<file path="config.mk">
export PLATFORM = sky130hd
export DESIGN_NAME = servo_slew_ctrl
export DESIGN_NICKNAME = d
export VERILOG_FILES = /design/src/rtl/servo_pkg.sv /design/src/rtl/servo_frame_timer.sv /design/src/rtl/servo_slew_ctrl.sv
export SDC_FILE = /design/constraint.sdc
export NUM_CORES = 1
export LEC_CHECK = 0
export ABC_AREA = 1
export BUFFER_PORTS_ARGS = -buffer_cell sky130_fd_sc_hd__buf_2
export CAP_MARGIN = 20
export CORE_UTILIZATION = 30
export CTS_CLUSTER_SIZE = 12
export DETAILED_ROUTE_END_ITERATION = 16
export GPL_TIMING_DRIVEN = 0
export PLACE_DENSITY = 0.55
export SETUP_SLACK_MARGIN = 0.5
export SLEW_MARGIN = 40
export SYNTH_ARGS = -nofsm -noshare
export SYNTH_HDL_FRONTEND = slang
export SYNTH_SLANG_ARGS = --single-unit
</file>
<file path="constraint.sdc">
create_clock -name clk_1us -period 4.15 [get_ports clk_1us]
set_input_delay 0.83 -clock clk_1us [delete_from_list [all_inputs] [get_ports clk_1us]]
set_output_delay 0.83 -clock clk_1us [all_outputs]
set_load 0.005 [all_outputs]
</file>
<file path="src/rtl/servo_pkg.sv">
// rtl/servo_pkg.sv - shared servo widths, frame length, threshold limits and clamp
package servo_pkg;

    localparam int THRES_W = 15;
    localparam int FRAME_US = 20000;

    localparam logic [THRES_W-1:0] THRES_MIN  = 15'd500;
    localparam logic [THRES_W-1:0] THRES_MAX  = 15'd2500;
    localparam logic [THRES_W-1:0] THRES_INIT = 15'd1500;

    function automatic logic [THRES_W-1:0] clamp_pos(input logic [THRES_W-1:0] pos);
        if (pos < THRES_MIN) begin
            return THRES_MIN;
        end else if (pos > THRES_MAX) begin
            return THRES_MAX;
        end
        return pos;
    endfunction

endpackage

</file>
<file path="src/rtl/servo_frame_timer.sv">
// rtl/servo_frame_timer.sv - free-running PWM frame counter with start and last-cycle strobes
import servo_pkg::*;

module servo_frame_timer #(
    parameter int FRAME_US = servo_pkg::FRAME_US
) (
    input  logic clk_1us,
    input  logic rst_n,
    output logic o_frame_tick,
    output logic o_last
);

    localparam logic [THRES_W-1:0] LAST_CNT = THRES_W'(FRAME_US - 1);

    logic [THRES_W-1:0] r_count;

    always_ff @(posedge clk_1us or negedge rst_n) begin
        if (!rst_n) begin
            r_count <= '0;
        end else if (r_count == LAST_CNT) begin
            r_count <= '0;
        end else begin
            r_count <= r_count + 1'b1;
        end
    end

    assign o_frame_tick = (r_count == '0);
    assign o_last       = (r_count == LAST_CNT);

endmodule

</file>
<file path="src/rtl/servo_slew_ctrl.sv">
// rtl/servo_slew_ctrl.sv - arbitrated, clamped, per-frame slew-limited servo threshold scheduler
import servo_pkg::*;

module servo_slew_ctrl #(
    parameter int FRAME_US = servo_pkg::FRAME_US
) (
    input  logic               clk_1us,
    input  logic               rst_n,
    input  logic               a_valid,
    input  logic [THRES_W-1:0] a_pos,
    output logic               a_ready,
    input  logic               m_valid,
    input  logic [THRES_W-1:0] m_pos,
    output logic               m_ready,
    input  logic [7:0]         step_cfg,
    output logic [THRES_W-1:0] pwm_thres,
    output logic               frame_tick,
    output logic               at_target,
    output logic               cmd_src
);

    logic                      w_last;
    logic                      w_a_acc;
    logic                      w_m_acc;
    logic [THRES_W-1:0]        w_eff;
    logic [THRES_W-1:0]        w_step;
    logic [THRES_W-1:0]        w_next;
    logic signed [THRES_W:0]   w_diff;
    logic [THRES_W:0]          w_abs;

    logic [THRES_W-1:0]        r_thres;
    logic [THRES_W-1:0]        r_target;
    logic [THRES_W-1:0]        r_pend_pos;
    logic                      r_pend_v;
    logic                      r_cmd_src;

    servo_frame_timer #(
        .FRAME_US(FRAME_US)
    ) u_frame_timer (
        .clk_1us     (clk_1us),
        .rst_n       (rst_n),
        .o_frame_tick(frame_tick),
        .o_last      (w_last)
    );

    // Manual wins outright; auto only sees ready when it can actually be taken.
    assign m_ready = !r_pend_v;
    assign a_ready = !r_pend_v && !m_valid;
    assign w_m_acc = m_valid && m_ready;
    assign w_a_acc = a_valid && a_ready;

    assign w_eff  = r_pend_v ? r_pend_pos : r_target;
    assign w_diff = $signed({1'b0, w_eff}) - $signed({1'b0, r_thres});
    assign w_abs  = w_diff[THRES_W] ? unsigned'(-w_diff) : unsigned'(w_diff);
    assign w_step = {{(THRES_W-8){1'b0}}, step_cfg};

    always_comb begin
        w_next = w_eff;
        if (step_cfg != 8'd0 && w_abs > {1'b0, w_step}) begin
            w_next = w_diff[THRES_W] ? (r_thres - w_step) : (r_thres + w_step);
        end
    end

    // A command taken on the update edge itself lands in the pending slot for next frame.
    always_ff @(posedge clk_1us or negedge rst_n) begin
        if (!rst_n) begin
            r_thres    <= THRES_INIT;
            r_target   <= THRES_INIT;
            r_pend_pos <= THRES_INIT;
            r_pend_v   <= 1'b0;
            r_cmd_src  <= 1'b0;
        end else begin
            if (w_last) begin
                r_target <= w_eff;
                r_thres  <= w_next;
                r_pend_v <= 1'b0;
            end
            if (w_m_acc || w_a_acc) begin
                r_pend_pos <= clamp_pos(w_m_acc ? m_pos : a_pos);
                r_pend_v   <= 1'b1;
                r_cmd_src  <= w_m_acc;
            end
        end
    end

    assign pwm_thres = r_thres;
    assign cmd_src   = r_cmd_src;
    assign at_target = (r_thres == r_target) && !r_pend_v;

endmodule

</file>
==> results.md <==
* Clock network power share at between 40 and 50%
* Core Rows at 51
* Largest area contributor in the synthesized netlist: dfrtp_1
* HP Class: in2async
* HPWL Detailed at 13900 um
* Top cells by area, synth: dfrtp_1 17%, nand2_1 15%, inv_1 10%
* Share of cells above drive strength 1 at about 29%
* Max Root-Sink Buffers at 2
* Max Slew Vio Count at 0
* Final worst-path cycle share at 106%
* Leak at about 0.0042 uW
* Clock Sinks at just over 60
* FFs w/ async S/R, synth at 100%
* CTS tree: yes
* Pwr Density at around 180 mW/mm^2
* Status: finished, violations left
* Syn Inst Count at 920
* Post-synth top area share at ~17%
* Final non-filler cell total at 1308
* Most frequent CP cell: nand2_2
* R2R Path End: pwm_thres[11]
* Critical Path RT at 4.37 ns
* GP Congestion at between 0.8 and 0.9
* Slowest cell delay on critical path at 0.42 ns
* Root Buffer: clkbuf_16
* H-tree depth at 3
* Sw frac at between 20% and 30%
* Worst slew margin at a little under three fifths
* Register area at around 0.0016 mm^2
* Post-Syn Area per Cell at 6.54 um^2
* DRT iter0 DRCs at about 460
* Final min period at 4.41 ns
* Clock skew at 0.00689 ns
* Failing checks: setup timing
* Setup WS post-layout at -0.263 ns
* Horiz. Die Dim at ~140 um
* IO Pins at 62
* Initial Util at a little under a third
* MaxCap Viol Count at 0
* Fin. Hold Viols at 0
* First-pass GRT wire length at 28800 um
* Crit path capture type: flop
* Routed vias/inst at 4.75
* Max IR drop VDD at roughly 0.19 mV
* # placed instances at ~1200
* Hold slack final at about 0.43 ns
* Slew at the pin closest to its max-slew limit at a little under 0.7 ns
* Register area share after synthesis at a little over a quarter
* Wire per inst at about 14 um
* Crit Path Class: reg2reg
* Worst-Skew Late Latency at 0.33 ns
* Final setup viols at 15
* Final WL at 18000 um
* CORE AREA at ~0.02 mm^2
* Routed via count at just over 6000
* Initial antenna violation count at 0
* Achievable Freq at roughly 230 MHz
* Cts bufs inserted at 9
* Multi-input logic area at between 0.004 and 0.005 mm^2
* Cell Area, Placed at about 0.007 mm^2
* Net Count, Synth at 1006
* Worst flop-to-flop path startpoint: r_pend_v
* Design area at roughly 0.008 mm^2
* Die area at slightly above 0.02 mm^2
* RSZ-0062 raised after global routing: yes
* Pin count of the biggest net entering global routing at 35
* Startpoint Class: flop
* DRC at 0
* Reg2reg path depth at 33
* Layout net count at between 1000 and 1500
* Internal power at around 1100 uW
* Vias in the first global route at around 5800
* IO Port Bufs at 61
* Logic pwr share at around a tenth
* Post-synth top flop: dfrtp_1
* Fillers at between 2000 and 2500
* Layout area overhead at 33.0%
* Yosys warns at 0
* Grt total ovfl at 0
* Antenna viol nets, final at 0
* Count of different cell masters after synthesis at 48
* Yosys reg bits at 62
* Crit Path Max Fanout at 8
* Clk pin slew, worst setup/hold paths at approximately 0.050 ns
* Crit path DAT at about 4.6 ns
* Placement Setup Slack at -0.845 ns
* Chip Height at 144 um
* EDFF count, synth at 0
* Syn Std Cell Area at 0.00602 mm^2
* Sw power at 339 uW
* Drt pass-1 iters at 5
* Reg2reg setup slack at -0.26 ns
* GRT Total Usage at between 10% and 20%
* N_diodes at 0
* Crit path max-delay cell type: dfrtp_1
* Seq pwr share at just over 40%
==> critical path, delay by kind of cell, from the launching register on <==
kind	cells	cell delay [ns]
compound gates	6	0.76
xor+xnor	2	0.35
fa+ha+maj	2	0.51
buf+inv	8	0.89
flops	1	0.42
simple gates	15	1.33
==> logic make-up after synthesis <==
group	count (synthesis)	share of synthesized area, %
flip-flops	62	26.2
buffers and inverters	189	12.4
adder cells (fa/ha/maj)	44	9.40
multiplexers	10	1.66
AO/OA/AOI/OAI	129	12.5
AND/OR/NAND/NOR	453	33.1
XOR/XNOR	33	4.80
==> state kept, by name (all words and copies together) (netlist names) <==
name	count
cmd_src	1
u_frame_timer.r_count	15
r_pend_pos	15
r_pend_v	1
r_target	15
pwm_thres	15
==> cells in the mapped netlist, types with 9 or more instances <==
| cell | count |
|---|---|
| nand2_1 | 238 |
| inv_1 | 164 |
| nor2_1 | 77 |
| nand3_1 | 67 |
| o21ai_0 | 56 |
| ha_1 | 42 |
| dfrtp_1 | 41 |
| a21oi_1 | 35 |
| xor2_1 | 29 |
| dfstp_2 | 21 |
| nand2_2 | 17 |
| nor3_1 | 14 |
| nand4_1 | 11 |
| clkbuf_1 | 10 |
| mux2i_1 | 10 |
| or2_2 | 10 |
| nand3_2 | 9 |
==> what timing repair did <==
item,4_1_cts,5_1_grt
resized for setup,61,65
setup endpoints to repair,15,15
cloned,3,0
pin swaps,25,50
buffers inserted,26,16
hold buffers,0,0
endpoints found under the hold margin,0,0
==> per-stage QoR <==
step,util (%),setup TNS (ns),total power (uW)
finish,40.9,-3.30,1460
floorplan,-,-0.00999,681
global placement,34.6,-10.37,729
detailed placement,34.8,-11.06,732
global route,40.9,-7.07,1520
CTS,38.7,-5.12,1450
==> metal layers <==
metal  GRT usage, %  routed length [um]  vias to the layer above
met2           28.6                8280                      112
met5              0                   0                        -
li1               -                   -                     3168
met4           4.31                 232                        0
met1           25.2                8850                     2916
met3           2.97                 659                       21
==> cell usage in the layout, fill, tap and decap left out, types with 5 or more instances in the layout <==
| master | Yosys | routed |
|---|---|---|
| nor2_4 | 1 | 5 |
| clkbuf_16 | 0 | 12 |
| nor2_2 | 3 | 7 |
| nor3_1 | 14 | 13 |
| a21oi_1 | 35 | 26 |
| nand2_1 | 238 | 223 |
| dfrtp_1 | 41 | 41 |
| nand2_2 | 17 | 27 |
| a21oi_2 | 1 | 9 |
| or2_2 | 10 | 5 |
| nor2_1 | 77 | 69 |
| ha_4 | 0 | 12 |
| dfstp_2 | 21 | 21 |
| buf_6 | 4 | 7 |
| nand2_4 | 0 | 5 |
| nand4_1 | 11 | 11 |
| o21bai_1 | 5 | 5 |
| nand3_1 | 67 | 56 |
| o21ai_1 | 1 | 7 |
| o21ai_0 | 56 | 35 |
| xor2_1 | 29 | 26 |
| or2_4 | 0 | 5 |
| o22ai_1 | 6 | 6 |
| clkbuf_1 | 10 | 9 |
| buf_4 | 1 | 39 |
| ha_1 | 42 | 27 |
| inv_1 | 164 | 153 |
| buf_2 | 1 | 61 |
| inv_2 | 7 | 17 |
| mux2i_1 | 10 | 10 |
| nand3_2 | 9 | 20 |
| o21ai_4 | 1 | 8 |
| o21ai_2 | 0 | 8 |
==> cell type report <==
class,instances,share of cell area [%]
inverters,173,8.33
multi-input cells,669,53.1
plain buffers,16,2.17
clock buffers,15,3.47
repair buffers,107,8.99
well taps,265,4.14
flip-flops and latches,62,19.7
clock inverters,1,0.0625
==> worst max-delay path by stage <==
stage / start / endpoint / slack (ns) / cells after the start
4_1_cts: r_pend_v / pwm_thres[11] / -0.36 / 34
2_1_floorplan: r_pend_v / pwm_thres[11] / -0.01 / 33
3_3_place_gp: r_pend_v / pwm_thres[11] / -0.81 / 29
5_1_grt: r_pend_v / pwm_thres[1] / -0.50 / 33
3_5_place_dp: r_pend_v / pwm_thres[11] / -0.84 / 29
6_report: r_pend_v / pwm_thres[11] / -0.26 / 33
==> power by group through the flow <==
stage	registers (uW)	logic [uW]	clock network [uW]
finish	606	143	711
floorplan	616	65.3	0
global route	606	161	757
detailed placement	616	116	0
CTS	606	122	727
global placement	616	113	0
No activity file was read; power rests on OpenSTA's default activity.
